<file path="src/rtl/mccoy_pkg.sv">
// Shared definitions for the mccoy control sequencer: opcode encodings,
// sequencer states and the registered control-word layout.
package mccoy_pkg;

  localparam logic [2:0] OP_BEZ  = 3'd0;
  localparam logic [2:0] OP_LI   = 3'd1;
  localparam logic [2:0] OP_JA   = 3'd2;
  localparam logic [2:0] OP_ADD  = 3'd3;
  localparam logic [2:0] OP_LR   = 3'd4;
  localparam logic [2:0] OP_NOT  = 3'd5;
  localparam logic [2:0] OP_SR   = 3'd6;
  localparam logic [2:0] OP_HALT = 3'd7;

  typedef enum logic [1:0] {
    ST_IDLE  = 2'd0,
    ST_ISSUE = 2'd1,
    ST_FLUSH = 2'd2,
    ST_HALT  = 2'd3
  } state_e;

  typedef struct packed {
    logic       bez;
    logic       ja;
    logic       op1;
    logic [1:0] op2;
    logic       alu_fun;
    logic       write_reg;
    logic       write_x8;
    logic [1:0] x8_sel;
  } ctrl_word_t;

endpackage

</file>
<file path="src/rtl/mccoy_ctrl_seq_if.sv">
// Instruction handshake plus control-word bundle of the mccoy sequencer.
// slave = sequencer side, master = instruction source / control consumer.
interface mccoy_ctrl_seq_if #(
  parameter int OPW  = 3,
  parameter int IMMW = 5
);
  logic                  instr_valid;
  logic                  instr_ready;
  logic [OPW+IMMW-1:0]   instr;
  logic                  stall;
  logic                  zero_flag;
  logic                  resume;
  logic                  ctrl_valid;
  logic                  bez;
  logic                  ja;
  logic                  op1;
  logic [1:0]            op2;
  logic                  alu_fun;
  logic                  write_reg;
  logic                  write_x8;
  logic [1:0]            x8_sel;
  logic [IMMW-1:0]       imm;
  logic                  branch_taken;
  logic                  illegal;
  logic                  halted;

  modport slave (
    input  instr_valid, instr, stall, zero_flag, resume,
    output instr_ready, ctrl_valid, bez, ja, op1, op2, alu_fun,
           write_reg, write_x8, x8_sel, imm, branch_taken, illegal, halted
  );

  modport master (
    output instr_valid, instr, stall, zero_flag, resume,
    input  instr_ready, ctrl_valid, bez, ja, op1, op2, alu_fun,
           write_reg, write_x8, x8_sel, imm, branch_taken, illegal, halted
  );
endinterface

</file>
<file path="src/rtl/mccoy_dec_table.sv">
// Opcode-to-control-word table. Opcodes beyond the 3-bit range decode to an
// all-zero word and raise illegal.
module mccoy_dec_table
  import mccoy_pkg::*;
#(
  parameter int OPW = 3
) (
  input  logic [OPW-1:0] opcode,
  output ctrl_word_t     cw,
  output logic           illegal
);

  logic hi_bits;

  if (OPW > 3) begin : g_hi
    assign hi_bits = |opcode[OPW-1:3];
  end else begin : g_nohi
    assign hi_bits = 1'b0;
  end

  // table lookup, everything defaults to zero
  always_comb begin
    cw      = '0;
    illegal = 1'b0;
    if (hi_bits) begin
      illegal = 1'b1;
    end else begin
      unique case (opcode[2:0])
        OP_BEZ:  begin cw.bez = 1'b1; cw.op2 = 2'd1; end
        OP_LI:   begin cw.write_x8 = 1'b1; cw.x8_sel = 2'd1; end
        OP_JA:   begin cw.ja = 1'b1; cw.op1 = 1'b1; cw.op2 = 2'd1; end
        OP_ADD:  cw.write_x8 = 1'b1;
        OP_LR:   cw.write_x8 = 1'b1;
        OP_NOT:  begin
          cw.op1      = 1'b1;
          cw.alu_fun  = 1'b1;
          cw.write_x8 = 1'b1;
          cw.x8_sel   = 2'd2;
        end
        OP_SR:   cw.write_reg = 1'b1;
        OP_HALT: cw = '0;
        default: cw = '0;
      endcase
    end
  end

endmodule

</file>
<file path="src/rtl/mccoy_ctrl_seq.sv">
// Single-issue control sequencer: accepts one instruction at a time, presents
// its registered control word one cycle later, and handles branch flush and
// halt. Outside ISSUE the control word and immediate are held at zero.
module mccoy_ctrl_seq
  import mccoy_pkg::*;
#(
  parameter int OPW  = 3,
  parameter int IMMW = 5
) (
  input  logic            clk,
  input  logic            rst_n,
  mccoy_ctrl_seq_if.slave bus
);

  state_e          state_q, state_d;
  ctrl_word_t      ctrl_q, ctrl_d;
  logic [IMMW-1:0] imm_q, imm_d;
  logic [2:0]      op_q, op_d;
  logic            ill_q, ill_d;
  logic            first_q, first_d;

  logic [OPW-1:0]  opcode_in;
  ctrl_word_t      dec_cw;
  logic            dec_ill;
  logic            is_ja, is_bez, is_halt;
  logic            instr_ready;
  logic            branch_taken;
  logic            illegal_p;

  assign opcode_in = bus.instr[OPW+IMMW-1 -: OPW];

  mccoy_dec_table #(.OPW(OPW)) u_dec (
    .opcode  (opcode_in),
    .cw      (dec_cw),
    .illegal (dec_ill)
  );

  // illegal words reuse low opcode bits, so they must not alias ja/bez/halt
  assign is_ja   = !ill_q && (op_q == OP_JA);
  assign is_bez  = !ill_q && (op_q == OP_BEZ);
  assign is_halt = !ill_q && (op_q == OP_HALT);

  // Ready depends only on state, the latched opcode and stall. A bez that
  // turns out taken may still have accepted the next word; that word is the
  // wrong-path fetch and is squashed by the flush.
  always_comb begin
    instr_ready = 1'b0;
    unique case (state_q)
      ST_IDLE:  instr_ready = 1'b1;
      ST_ISSUE: instr_ready = !bus.stall && !is_ja && !is_halt;
      default:  instr_ready = 1'b0;
    endcase
  end

  // next-state, control-word load/clear and single-cycle pulses
  always_comb begin
    state_d      = state_q;
    ctrl_d       = ctrl_q;
    imm_d        = imm_q;
    op_d         = op_q;
    ill_d        = ill_q;
    first_d      = 1'b0;
    branch_taken = 1'b0;
    illegal_p    = 1'b0;
    unique case (state_q)
      ST_IDLE: begin
        if (bus.instr_valid) begin
          state_d = ST_ISSUE;
          ctrl_d  = dec_cw;
          imm_d   = bus.instr[IMMW-1:0];
          op_d    = opcode_in[2:0];
          ill_d   = dec_ill;
          first_d = 1'b1;
        end
      end
      ST_ISSUE: begin
        illegal_p = first_q && ill_q;
        if (!bus.stall) begin
          if (is_ja || (is_bez && bus.zero_flag)) begin
            branch_taken = 1'b1;
            state_d      = ST_FLUSH;
            ctrl_d       = '0;
            imm_d        = '0;
            ill_d        = 1'b0;
          end else if (is_halt) begin
            state_d = ST_HALT;
            ctrl_d  = '0;
            imm_d   = '0;
            ill_d   = 1'b0;
          end else if (bus.instr_valid) begin
            ctrl_d  = dec_cw;
            imm_d   = bus.instr[IMMW-1:0];
            op_d    = opcode_in[2:0];
            ill_d   = dec_ill;
            first_d = 1'b1;
          end else begin
            state_d = ST_IDLE;
            ctrl_d  = '0;
            imm_d   = '0;
            ill_d   = 1'b0;
          end
        end
      end
      ST_FLUSH: state_d = ST_IDLE;
      ST_HALT: begin
        if (bus.resume) state_d = ST_IDLE;
      end
      default: state_d = ST_IDLE;
    endcase
  end

  // state and control-word registers
  always_ff @(posedge clk or negedge rst_n) begin
    if (!rst_n) begin
      state_q <= ST_IDLE;
      ctrl_q  <= '0;
      imm_q   <= '0;
      op_q    <= '0;
      ill_q   <= 1'b0;
      first_q <= 1'b0;
    end else begin
      state_q <= state_d;
      ctrl_q  <= ctrl_d;
      imm_q   <= imm_d;
      op_q    <= op_d;
      ill_q   <= ill_d;
      first_q <= first_d;
    end
  end

  assign bus.instr_ready  = instr_ready;
  assign bus.ctrl_valid   = (state_q == ST_ISSUE);
  assign bus.halted       = (state_q == ST_HALT);
  assign bus.branch_taken = branch_taken;
  assign bus.illegal      = illegal_p;
  assign bus.bez          = ctrl_q.bez;
  assign bus.ja           = ctrl_q.ja;
  assign bus.op1          = ctrl_q.op1;
  assign bus.op2          = ctrl_q.op2;
  assign bus.alu_fun      = ctrl_q.alu_fun;
  assign bus.write_reg    = ctrl_q.write_reg;
  assign bus.write_x8     = ctrl_q.write_x8;
  assign bus.x8_sel       = ctrl_q.x8_sel;
  assign bus.imm          = imm_q;

endmodule
</file>
<file path="src/flat_wrapper.sv">
// flat-port wrapper written by rule: the top's interface ports become plain ports
module mccoy_ctrl_seq_flat import mccoy_pkg::*;
#(
  parameter int OPW  = 3,
  parameter int IMMW = 5
)
  (clk, rst_n, bus_instr_valid, bus_instr, bus_stall, bus_zero_flag, bus_resume, bus_instr_ready, bus_ctrl_valid, bus_bez, bus_ja, bus_op1, bus_op2, bus_alu_fun, bus_write_reg, bus_write_x8, bus_x8_sel, bus_imm, bus_branch_taken, bus_illegal, bus_halted);
  mccoy_ctrl_seq_if #(.OPW(OPW), .IMMW(IMMW)) bus_i ();
  input  logic clk;
  input  logic rst_n;
  input wire logic [$bits(bus_i.instr_valid)-1:0] bus_instr_valid;
  input wire logic [$bits(bus_i.instr)-1:0] bus_instr;
  input wire logic [$bits(bus_i.stall)-1:0] bus_stall;
  input wire logic [$bits(bus_i.zero_flag)-1:0] bus_zero_flag;
  input wire logic [$bits(bus_i.resume)-1:0] bus_resume;
  output wire logic [$bits(bus_i.instr_ready)-1:0] bus_instr_ready;
  output wire logic [$bits(bus_i.ctrl_valid)-1:0] bus_ctrl_valid;
  output wire logic [$bits(bus_i.bez)-1:0] bus_bez;
  output wire logic [$bits(bus_i.ja)-1:0] bus_ja;
  output wire logic [$bits(bus_i.op1)-1:0] bus_op1;
  output wire logic [$bits(bus_i.op2)-1:0] bus_op2;
  output wire logic [$bits(bus_i.alu_fun)-1:0] bus_alu_fun;
  output wire logic [$bits(bus_i.write_reg)-1:0] bus_write_reg;
  output wire logic [$bits(bus_i.write_x8)-1:0] bus_write_x8;
  output wire logic [$bits(bus_i.x8_sel)-1:0] bus_x8_sel;
  output wire logic [$bits(bus_i.imm)-1:0] bus_imm;
  output wire logic [$bits(bus_i.branch_taken)-1:0] bus_branch_taken;
  output wire logic [$bits(bus_i.illegal)-1:0] bus_illegal;
  output wire logic [$bits(bus_i.halted)-1:0] bus_halted;
  assign bus_i.instr_valid = bus_instr_valid;
  assign bus_i.instr = bus_instr;
  assign bus_i.stall = bus_stall;
  assign bus_i.zero_flag = bus_zero_flag;
  assign bus_i.resume = bus_resume;
  assign bus_instr_ready = bus_i.instr_ready;
  assign bus_ctrl_valid = bus_i.ctrl_valid;
  assign bus_bez = bus_i.bez;
  assign bus_ja = bus_i.ja;
  assign bus_op1 = bus_i.op1;
  assign bus_op2 = bus_i.op2;
  assign bus_alu_fun = bus_i.alu_fun;
  assign bus_write_reg = bus_i.write_reg;
  assign bus_write_x8 = bus_i.write_x8;
  assign bus_x8_sel = bus_i.x8_sel;
  assign bus_imm = bus_i.imm;
  assign bus_branch_taken = bus_i.branch_taken;
  assign bus_illegal = bus_i.illegal;
  assign bus_halted = bus_i.halted;
  mccoy_ctrl_seq #(.OPW(OPW), .IMMW(IMMW)) u_core (.clk(clk), .rst_n(rst_n), .bus(bus_i));
endmodule
</file>
<file path="config.mk">
export PLATFORM = sky130hd
export DESIGN_NAME = mccoy_ctrl_seq_flat
export DESIGN_NICKNAME = d
export VERILOG_FILES = /design/src/rtl/mccoy_pkg.sv /design/src/rtl/mccoy_ctrl_seq_if.sv /design/src/rtl/mccoy_dec_table.sv /design/src/rtl/mccoy_ctrl_seq.sv /design/src/flat_wrapper.sv
export SDC_FILE = /design/constraint.sdc
export NUM_CORES = 1
export LEC_CHECK = 0
export ABC_CLOCK_PERIOD_IN_PS = 1740
export CAP_MARGIN = 20
export CELL_PAD_IN_SITES_DETAIL_PLACEMENT = 1
export CELL_PAD_IN_SITES_GLOBAL_PLACEMENT = 1
export CORE_MARGIN = 2
export CORE_UTILIZATION = 31
export CTS_BUF_LIST = sky130_fd_sc_hd__clkbuf_8
export CTS_CLUSTER_DIAMETER = 100
export DETAILED_ROUTE_END_ITERATION = 8
export PLACE_DENSITY_LB_ADDON = 0.05
export SYNTH_ARGS = -nofsm -noshare
export SYNTH_HDL_FRONTEND = slang
export SYNTH_SLANG_ARGS = --single-unit
</file>
<file path="constraint.sdc">
create_clock -name clk -period 1.74 [get_ports clk]
set_input_delay 0.522 -clock clk [delete_from_list [all_inputs] [get_ports clk]]
set_output_delay 0.522 -clock clk [all_outputs]
set_load 0.01 [all_outputs]
</file>
==> results.md, run 1 <==
- Status: finished with violations
- Failing checks: setup timing
- Final WL: 2552 um
- Initial Util: 32.49%
- IO buf count: 31
- Reg2Reg Setup Slack: -0.05 ns
- Synth top area share: between 50% and 60%
- Share of cells above drive strength 1: 35.16%
- Crit path launch type: flop
- TritonCTS clock tree: yes
- Area leader, netlist: dfrtp_1
- GPL Wtd Cong: 0.7851
- Die H: 57.76 um
- Peak supply drop: between 0.9 and 1 mV
- R2R cell count: 5
- First-pass GRT wire length: about 4200 um
- Sequential standard cell area: 475.5 um^2
- Routed via count: 815
- Clock-pin slew on the worst setup and hold paths: 0.08 ns
- Final HPWL DP: around 1800 um
- Routed length per instance: 16.05 um
- Most frequent cells in the layout: clkdlybuf4s50_1 (23), buf_4 (21), dfrtp_1 (19)
- Congestion Overflow GR: 0
- Multi-input logic area: slightly below 400 um^2
- Mapped cell area: around 900 um^2
- Num rows: 19
- WP data required: 1.22 ns
- CP Max Fanout: 2
- Die Wd: 57.76 um
- Placed Cells incl. Taps: 151
- Synth area leaders: dfrtp_1 (53%), a22o_1 (11%), a32o_1 (4.5%)
- Setup violations, final: 5
- Post-Syn Instances: 74
- Worst min-delay path class: flop to flop
- Final Hold Slack: 0.4974 ns
- Max-Cap Viols: 0
- Die ar.: 3336 um^2
- Clk sinks: 19
- Drt first pass iters: 4
- Pleak: ~0.71 nW
- Minimum clock period: 1.853 ns
- Root Driver: clkbuf_8
- Initial antenna violation count: 0
- Via density: 5.126
- Post-synthesis cell type count: 28
- Worst slack, placed: -0.9142 ns
- Tot GR Track Use: roughly 17%
- Worst R2R End: u_core.op_q[2]$_DFFE_PN0P_
- Crit path from: u_core.state_q[1]$_DFFE_PN0P_
- Total number of H-tree levels: 1
- Register area share after synthesis: 53.07%
- Clk buf depth: 2
- Initial DRC Count: 15
- Clk_skew: 0.001867 ns
- Final ANT Viol Nets: 0
- Worst Setup EP: bus_branch_taken
- Max Fclk: 0.5396 GHz
- DRC violations left: 0
- Filler Cells Inserted: 305
- WS Path Type: flop to primary output
- Number of diodes: 0
- Final net count: 143
- Synth Area per Inst: approximately 12 um^2
- Hold Crit Depth: 1
- Yosys warns: 0
- Commonest non-fill, non-tap cell in the layout: clkdlybuf4s50_1
- Ports: 34
- Clk_lat worst skew: 0.26 ns
- CTS buffer count: 3
- R2r startpoint: u_core.state_q[1]$_DFFE_PN0P_
- Power Density: 1677 nW/um^2
- Largest net degree at the start of global routing: 20
- Final period utilization: 106.5%
- Final hold viol count: 0
- Setup ws final: -0.1132 ns
- Largest register FFs: 5
- Vias in the first global route: 863
- #FFs+latches synth: 19
- Synth-to-Final Area Change: 63.83%
- Arrival time at the worst endpoint: 1.33 ns
- Core box area: 2758 um^2
- Final Max Slew Viols: 0
- Final std cells w/o fill: about 160
- RSZ-0062 raised after global routing: true
- CP Capture Type: primary output
-- metal layers --
| metal | up-vias | track usage [%] | routed length, um |
|---|---|---|---|
| met5 | - | 0 | 0 |
| met4 | 0 | 4.983 | 16 |
| met3 | 2 | 2.232 | 124 |
| met2 | 25 | 28.08 | 1346 |
| met1 | 406 | 22.00 | 1064 |
| li1 | 382 | - | - |
-- cell usage after synthesis (all sizes together) --
| library cell | count |
|---|---|
| nor2b | 1 |
| a22oi | 1 |
| mux2 | 3 |
| a22o | 11 |
| xnor2 | 1 |
| or3b | 1 |
| a21oi | 2 |
| nor2 | 5 |
| and4bb | 1 |
| and2 | 2 |
| or2b | 1 |
| buf | 3 |
| a2111oi | 1 |
| nor3 | 2 |
| a32o | 4 |
| dfrtp | 19 |
| o22ai | 1 |
| a21o | 2 |
| nand2 | 2 |
| o21bai | 1 |
| or3 | 1 |
| conb | 1 |
| a221oi | 2 |
| inv | 3 |
| clkbuf | 3 |
-- stage by stage --
stage	utilization [%]	area, um^2	TNS [ns]	power [mW]
after global routing	53.22	1468	-0.5728	2.620
after global placement	49.55	1366	-10.35	1.983
after CTS	51.77	1428	-0.1833	2.389
after floorplan	-	904.6	0	1.338
after detailed placement	49.55	1366	-10.73	2.014
final	53.22	1468	-0.2756	2.461
-- worst max-delay path: stages, from the launching register on --
cell,delay (ns)
dfrtp_1,0.40
or3b_4,0.39
nor3_2,0.14
buf_2,0.14
-- kinds of logic after synthesis --
| family | after synthesis | synth area share [%] |
|---|---|---|
| compound gates | 25 | 25.56 |
| xor+xnor | 1 | 0.9778 |
| buf+inv | 9 | 5.446 |
| flops | 19 | 53.07 |
| mux | 3 | 3.771 |
| other cells | 1 | 0.4186 |
| simple gates | 16 | 10.76 |
-- layout make-up --
class,count,area share [%]
Sequential cell,19,32.40
Multi-Input combinational cell,47,27.11
Tap cell,31,2.643
Timing Repair Buffer,55,33.93
Clock inverter,1,0.3410
Clock buffer,3,2.813
Inverter,3,0.7673
-- worst min-delay path by stage --
stage | from | end | slack, ns
global placement | u_core.bus.ja$_DFFE_PN0P_ | u_core.bus.ja$_DFFE_PN0P_ | 0.48
global route | u_core.bus.x8_sel[0]$_DFFE_PN0P_ | u_core.bus.x8_sel[0]$_DFFE_PN0P_ | 0.53
detailed placement | u_core.bus.ja$_DFFE_PN0P_ | u_core.bus.ja$_DFFE_PN0P_ | 0.48
CTS | u_core.bus.ja$_DFFE_PN0P_ | u_core.bus.ja$_DFFE_PN0P_ | 0.50
finish | u_core.bus.ja$_DFFE_PN0P_ | u_core.bus.ja$_DFFE_PN0P_ | 0.50
floorplan | rst_n | u_core.bus.alu_fun$_DFFE_PN0P_ | 0.23
-- what timing repair did --
action,CTS,global route
pin swaps,6,2
buffers inserted,3,0
setup endpoints to repair,22,19
hold buffers,0,0
resized for setup,19,8
gates cloned,0,1
-- power breakdown --
part | leakage [nW] | internal [mW] | switching [mW] | total [mW]
clock | 0.0255 | 0.159 | 0.163 | 0.323
combinational | 0.436 | 0.827 | 0.589 | 1.42
sequential | 0.247 | 0.609 | 0.113 | 0.722
Note: power is estimated with default switching activity, not from simulation.
==> inputs of run 2 (changes only) <==
- CELL_PAD_IN_SITES_DETAIL_PLACEMENT: 1 -> unset
- CELL_PAD_IN_SITES_GLOBAL_PLACEMENT: 1 -> unset
- CORE_UTILIZATION: 31 -> 40
==> run 2 against run 1 <==
Combinational power is 6% lower. Critical endpoint unchanged. Total power decreased by 3.5%. Flip-flop and latch count is the same. First-iteration DRC count shrank 67%. Non-clock buffer count down 3. Die area down 21%. Register-to-register slack better by 0.07 ns. Clock skew rose by 0.0022 ns. The flow still finishes with violations (setup timing).
==> results.md, run 2 (synthesized netlist as in run 1, its figures left out) <==
- WS Path Type: flop to primary output
- Congestion Overflow GR: 0
- WP data required: 1.22 ns
- Power Density: between 1500 and 2000 nW/um^2
- Root Driver: clkbuf_8
- Arrival time at the worst endpoint: 1.33 ns
- Final Max Slew Viols: 0
- Via density: 5.026
- CP Max Fanout: 2
- Ports: 34
- Die Wd: 51.33 um
- Final WL: 2130 um
- Final hold viol count: 0
- Max Fclk: 0.5388 GHz
- Clk_lat worst skew: 0.25 ns
- Drt first pass iters: 4
- Initial antenna violation count: 0
- Final ANT Viol Nets: 0
- Clk sinks: 19
- Routed via count: 769
- Final net count: between 100 and 150
- Util after Layout: 66.03%
- Die H: 51.33 um
- IO buf count: 31
- Share of cells above drive strength 1: 32.80%
- Peak supply drop: 0.8957 mV
- Multi-input logic area: 405.4 um^2
- Total number of H-tree levels: 1
- Largest register FFs: 5
- Clock-pin slew on the worst setup and hold paths: 0.07 ns
- CP Capture Type: primary output
- TritonCTS clock tree: yes
- Initial DRC Count: 5
- CP max-delay cell: dfrtp_1
- Status: finished with violations
- Critical-path cell list: or3b_4 > nor3_2 > buf_2
- Sequential standard cell area: 475.5 um^2
- Largest net degree at the start of global routing: 20
- Clk_skew: 0.004058 ns
- First-pass GRT wire length: 3408 um
- Most frequent cells in the layout: clkdlybuf4s50_1 (24), dfrtp_1 (19), buf_4 (18)
- Synth-to-Final Area Change: 59.92%
- TNS Setup: -0.1215 ns
- CTS buffer count: 3
- GPL Wtd Cong: 0.7354
- CP top delay family: simple AND/OR/NAND/NOR gates
- Routed length per instance: 13.92 um
- Die ar.: 2634 um^2
- Core box area: 2170 um^2
- Max-Cap Viols: 0
- CP peak stage delay: approximately 0.4 ns
- Failing checks: setup timing
- Minimum clock period: 1.856 ns
- Tot GR Track Use: 17.69%
- Commonest non-fill, non-tap cell in the layout: clkdlybuf4s50_1
- Setup ws final: -0.1159 ns
- Setup violations, final: 2
- Filler Cells Inserted: 179
- Crit path launch type: flop
- Pleak: approximately 0.67 nW
- Initial Util: 41.29%
- Final period utilization: 106.7%
- Total power: 2.374 mW
- RSZ-0062 raised after global routing: true
- Vias in the first global route: 766
- Final HPWL DP: 1521 um
- DRC violations left: 0
- Final Hold Slack: 0.4903 ns
- Clk buf depth: 2
- Worst min-delay path class: flop to flop
- Num rows: 17
- Worst Path Buf+Inv: 1
- Reg2Reg Setup Slack: 0.02 ns
- Number of diodes: 0
## run 2: final timing paths
path	startpoint	to	depth (start not counted)
max	u_core.state_q[1]$_DFFE_PN0P_	bus_branch_taken	3
min	u_core.bus.x8_sel[0]$_DFFE_PN0P_	u_core.bus.x8_sel[0]$_DFFE_PN0P_	1
max reg2reg	u_core.op_q[2]$_DFFE_PN0P_	u_core.op_q[2]$_DFFE_PN0P_	5
min reg2reg	u_core.bus.x8_sel[0]$_DFFE_PN0P_	u_core.bus.x8_sel[0]$_DFFE_PN0P_	1
max in group asynchronous	rst_n	u_core.bus.bez$_DFFE_PN0P_	2
min in group asynchronous	rst_n	u_core.op_q[1]$_DFFE_PN0P_	2
## run 2: what timing repair did
action,CTS,global route
buffers inserted,2,0
resized for setup,20,9
pin swaps,7,3
endpoints found under the setup margin,22,15
cloned,0,0
hold buffers,0,0
## run 2: through the flow
step	area (um^2)	std cells	worst slack, ns
floorplan	904.6	75	0.0006004
global placement	1355	147	-0.8857
detailed placement	1355	147	-0.8970
CTS	1415	153	-0.1442
global route	1433	153	-0.2147
finish	1433	153	-0.1159
## run 2: layout make-up
type	instances	share of cell area, %
Sequential cell	19	33.19
Timing Repair Buffer	52	31.88
Multi-Input combinational cell	47	28.30
Clock buffer	3	2.882
Tap cell	28	2.445
Inverter	3	0.7860
Clock inverter	1	0.5240
## run 2: worst register-to-register path, cell delays in order (launching register included)
cell and delay (ns):
dfrtp_1 0.40, buf_6 0.13, and4bb_4 0.23, a2111oi_4 0.35
buf_4 0.18, mux2_2 0.32
## run 2: layer usage
layer | routed length (um) | GRT usage [%] | vias up
li1 | - | - | 372
met1 | 960 | 23.00 | 376
met2 | 1060 | 29.22 | 17
met3 | 89 | 3.509 | 4
met4 | 19 | 6.579 | 0
met5 | 0 | 0 | -
## run 2: power breakdown
group	internal [mW]	switching (mW)
clock	0.161	0.145
combinational	0.785	0.559
sequential	0.610	0.113
total	1.56	0.818
==> inputs of run 3 (changes only) <==
- SKIP_LAST_GASP: unset -> 1
==> run 3 against run 2 <==
Clock power about the same. Hold slack about the same. Largest power group unchanged. Highest routed layer unchanged. First-iteration DRC count up 40%. The run still ends with setup timing left. Register-to-register slack about the same.
==> results.md, run 3 (synthesized netlist as in run 1, its figures left out) <==
- RSZ-0062 raised after global routing: true
- CP Capture Type: primary output
- CP Max Fanout: 2
- Hold_sp: u_core.bus.x8_sel[0]$_DFFE_PN0P_
- Total power: 2.357 mW
- Peak supply drop: 0.8964 mV
- Clock-pin slew on the worst setup and hold paths: 0.07 ns
- Clk_skew: approximately 0.0037 ns
- Combinational fraction of design power: 56.4%
- Hold-fix buffers, CTS: 0
- Initial antenna violation count: 0
- Commonest non-fill, non-tap cell in the layout: clkdlybuf4s50_1
- Tot GR Track Use: 17.63%
- Design area: 1444 um^2
- Initial DRC Count: 7
- IO buf count: 31
- Ports: 34
- Minimum clock period: approximately 1.9 ns
- Largest net degree at the start of global routing: 20
- Internal Power: 1.549 mW
- First-pass GRT wire length: 3394 um
- Clk buf depth: 2
- Die Wd: 51.33 um
- WS Path Type: primary input to primary output
- Die H: 51.33 um
- Hold Crit Depth: 1
- Clk_lat worst skew: roughly 0.25 ns
- Final ANT Viol Nets: 0
- Final HPWL DP: 1521 um
- Reg2Reg Setup Slack: about 0.010 ns
- Final period utilization: 108.6%
- Max-Cap Viols: 0
- Setup violations, final: 2
- Final net count: roughly 140
- Critical-path cell list: clkdlybuf4s15_1 > or3b_4 > nor3_2 > buf_2
- Sw frac: 34.26%
- Final Hold Slack: 0.4904 ns
- Clk sinks: 19
- TNS Setup: -0.1530 ns
- Worst slack, placed: -0.8970 ns
- Crit path launch type: primary input
- Num rows: 17
- Number of diodes: 0
- Worst R2R End: u_core.op_q[0]$_DFFE_PN0P_
- Vias in the first global route: 765
- Filler Cells Inserted: 180
- DRC violations left: 0
- Synth-to-Final Area Change: 61.17%
- Share of cells above drive strength 1: between 30% and 40%
- R2r startpoint: u_core.op_q[1]$_DFFE_PN0P_
- CTS buffer count: 3
- Pleak: 0.6727 nW
- Net Switching: 0.8075 mW
- Root Driver: clkbuf_8
- Core box area: 2170 um^2
- Largest register FFs: 5
- Clk pwr share: 13.0%
- Via density: 5.019
- Power Density: 1632 nW/um^2
- Placed cell areas: 1355 um^2
- GPL Wtd Cong: approximately 0.74
- TritonCTS clock tree: yes
- Final WL: 2093 um
- Multi-input logic area: 400.4 um^2
- CP max-delay cell: or3b_4
- Sequential standard cell area: 475.5 um^2
- Setup ws final: -0.1505 ns
- Final Max Slew Viols: 0
- Drt first pass iters: 4
- WP data required: 1.22 ns
- Die ar.: 2634 um^2
- Routed length per instance: 13.59 um
- Arrival time at the worst endpoint: around 1.4 ns
- Min-Delay Endpoint: u_core.bus.x8_sel[0]$_DFFE_PN0P_
- Crit path from: bus_stall
- CP peak stage delay: 0.38 ns
- Seq pwr share: 30.6%
- Initial Util: roughly two fifths
- Util after Layout: 66.55%
- Total number of H-tree levels: 1
- Failing checks: setup timing
- Final std cells w/o fill: between 150 and 200
- Most frequent cells in the layout: clkdlybuf4s50_1 (24), buf_4 (20), dfrtp_1 (19)
- Congestion Overflow GR: 0
- Final hold viol count: 0
- R2R cell count: 5
- Routed via count: approximately 770
- Max Fclk: 0.5290 GHz
- Status: finished with violations
- Placed Cells incl. Taps: between 100 and 150
- Worst min-delay path class: flop to flop
==> run 3: routing by layer <==
layer	GRT usage (%)	share of wire [%]	vias to the layer above
met5	0	0	-
met4	6.579	0.91	0
met3	3.509	4.1	4
met2	29.22	51	17
met1	22.81	44	377
li1	-	-	375
==> run 3: what timing repair did <==
item,CTS,global route
pin swaps,6,4
setup endpoints to repair,22,15
setup buffers,2,1
resized for setup,17,5
endpoints found under the hold margin,0,0
==> run 3: final cells by class <==
type,instances,area share [%]
Inverter,3,0.7799
Clock inverter,1,0.5199
Sequential cell,19,32.93
Timing Repair Buffer,53,32.76
Clock buffer,3,2.860
Multi-Input combinational cell,47,27.73
Tap cell,28,2.426
==> run 3: worst max-delay path: cells and delay by family <==
kind	cells	cell delay, ns
buffers and inverters	2	0.32
AND/OR/NAND/NOR	2	0.52
==> run 3: how the worst max path moves through the flow <==
| stage | endpoint | slack [ns] | depth (start not counted) |
|---|---|---|---|
| 2_1_floorplan | bus_branch_taken | 0.0006 | 2 |
| 3_3_place_gp | bus_branch_taken | -0.89 | 4 |
| 3_5_place_dp | bus_branch_taken | -0.90 | 4 |
| 4_1_cts | bus_branch_taken | -0.21 | 4 |
| 5_1_grt | bus_branch_taken | -0.24 | 3 |
| 6_report | bus_branch_taken | -0.15 | 4 |
==> run 3: power by group through the flow <==
stage                     Clock [mW]  Combinational, mW  Sequential, mW
after floorplan                    0              0.543           0.795
after global placement             0               1.26           0.707
after detailed placement           0               1.27           0.713
after CTS                      0.316               1.30           0.720
after global routing           0.347               1.42           0.736
final                          0.307               1.33           0.720
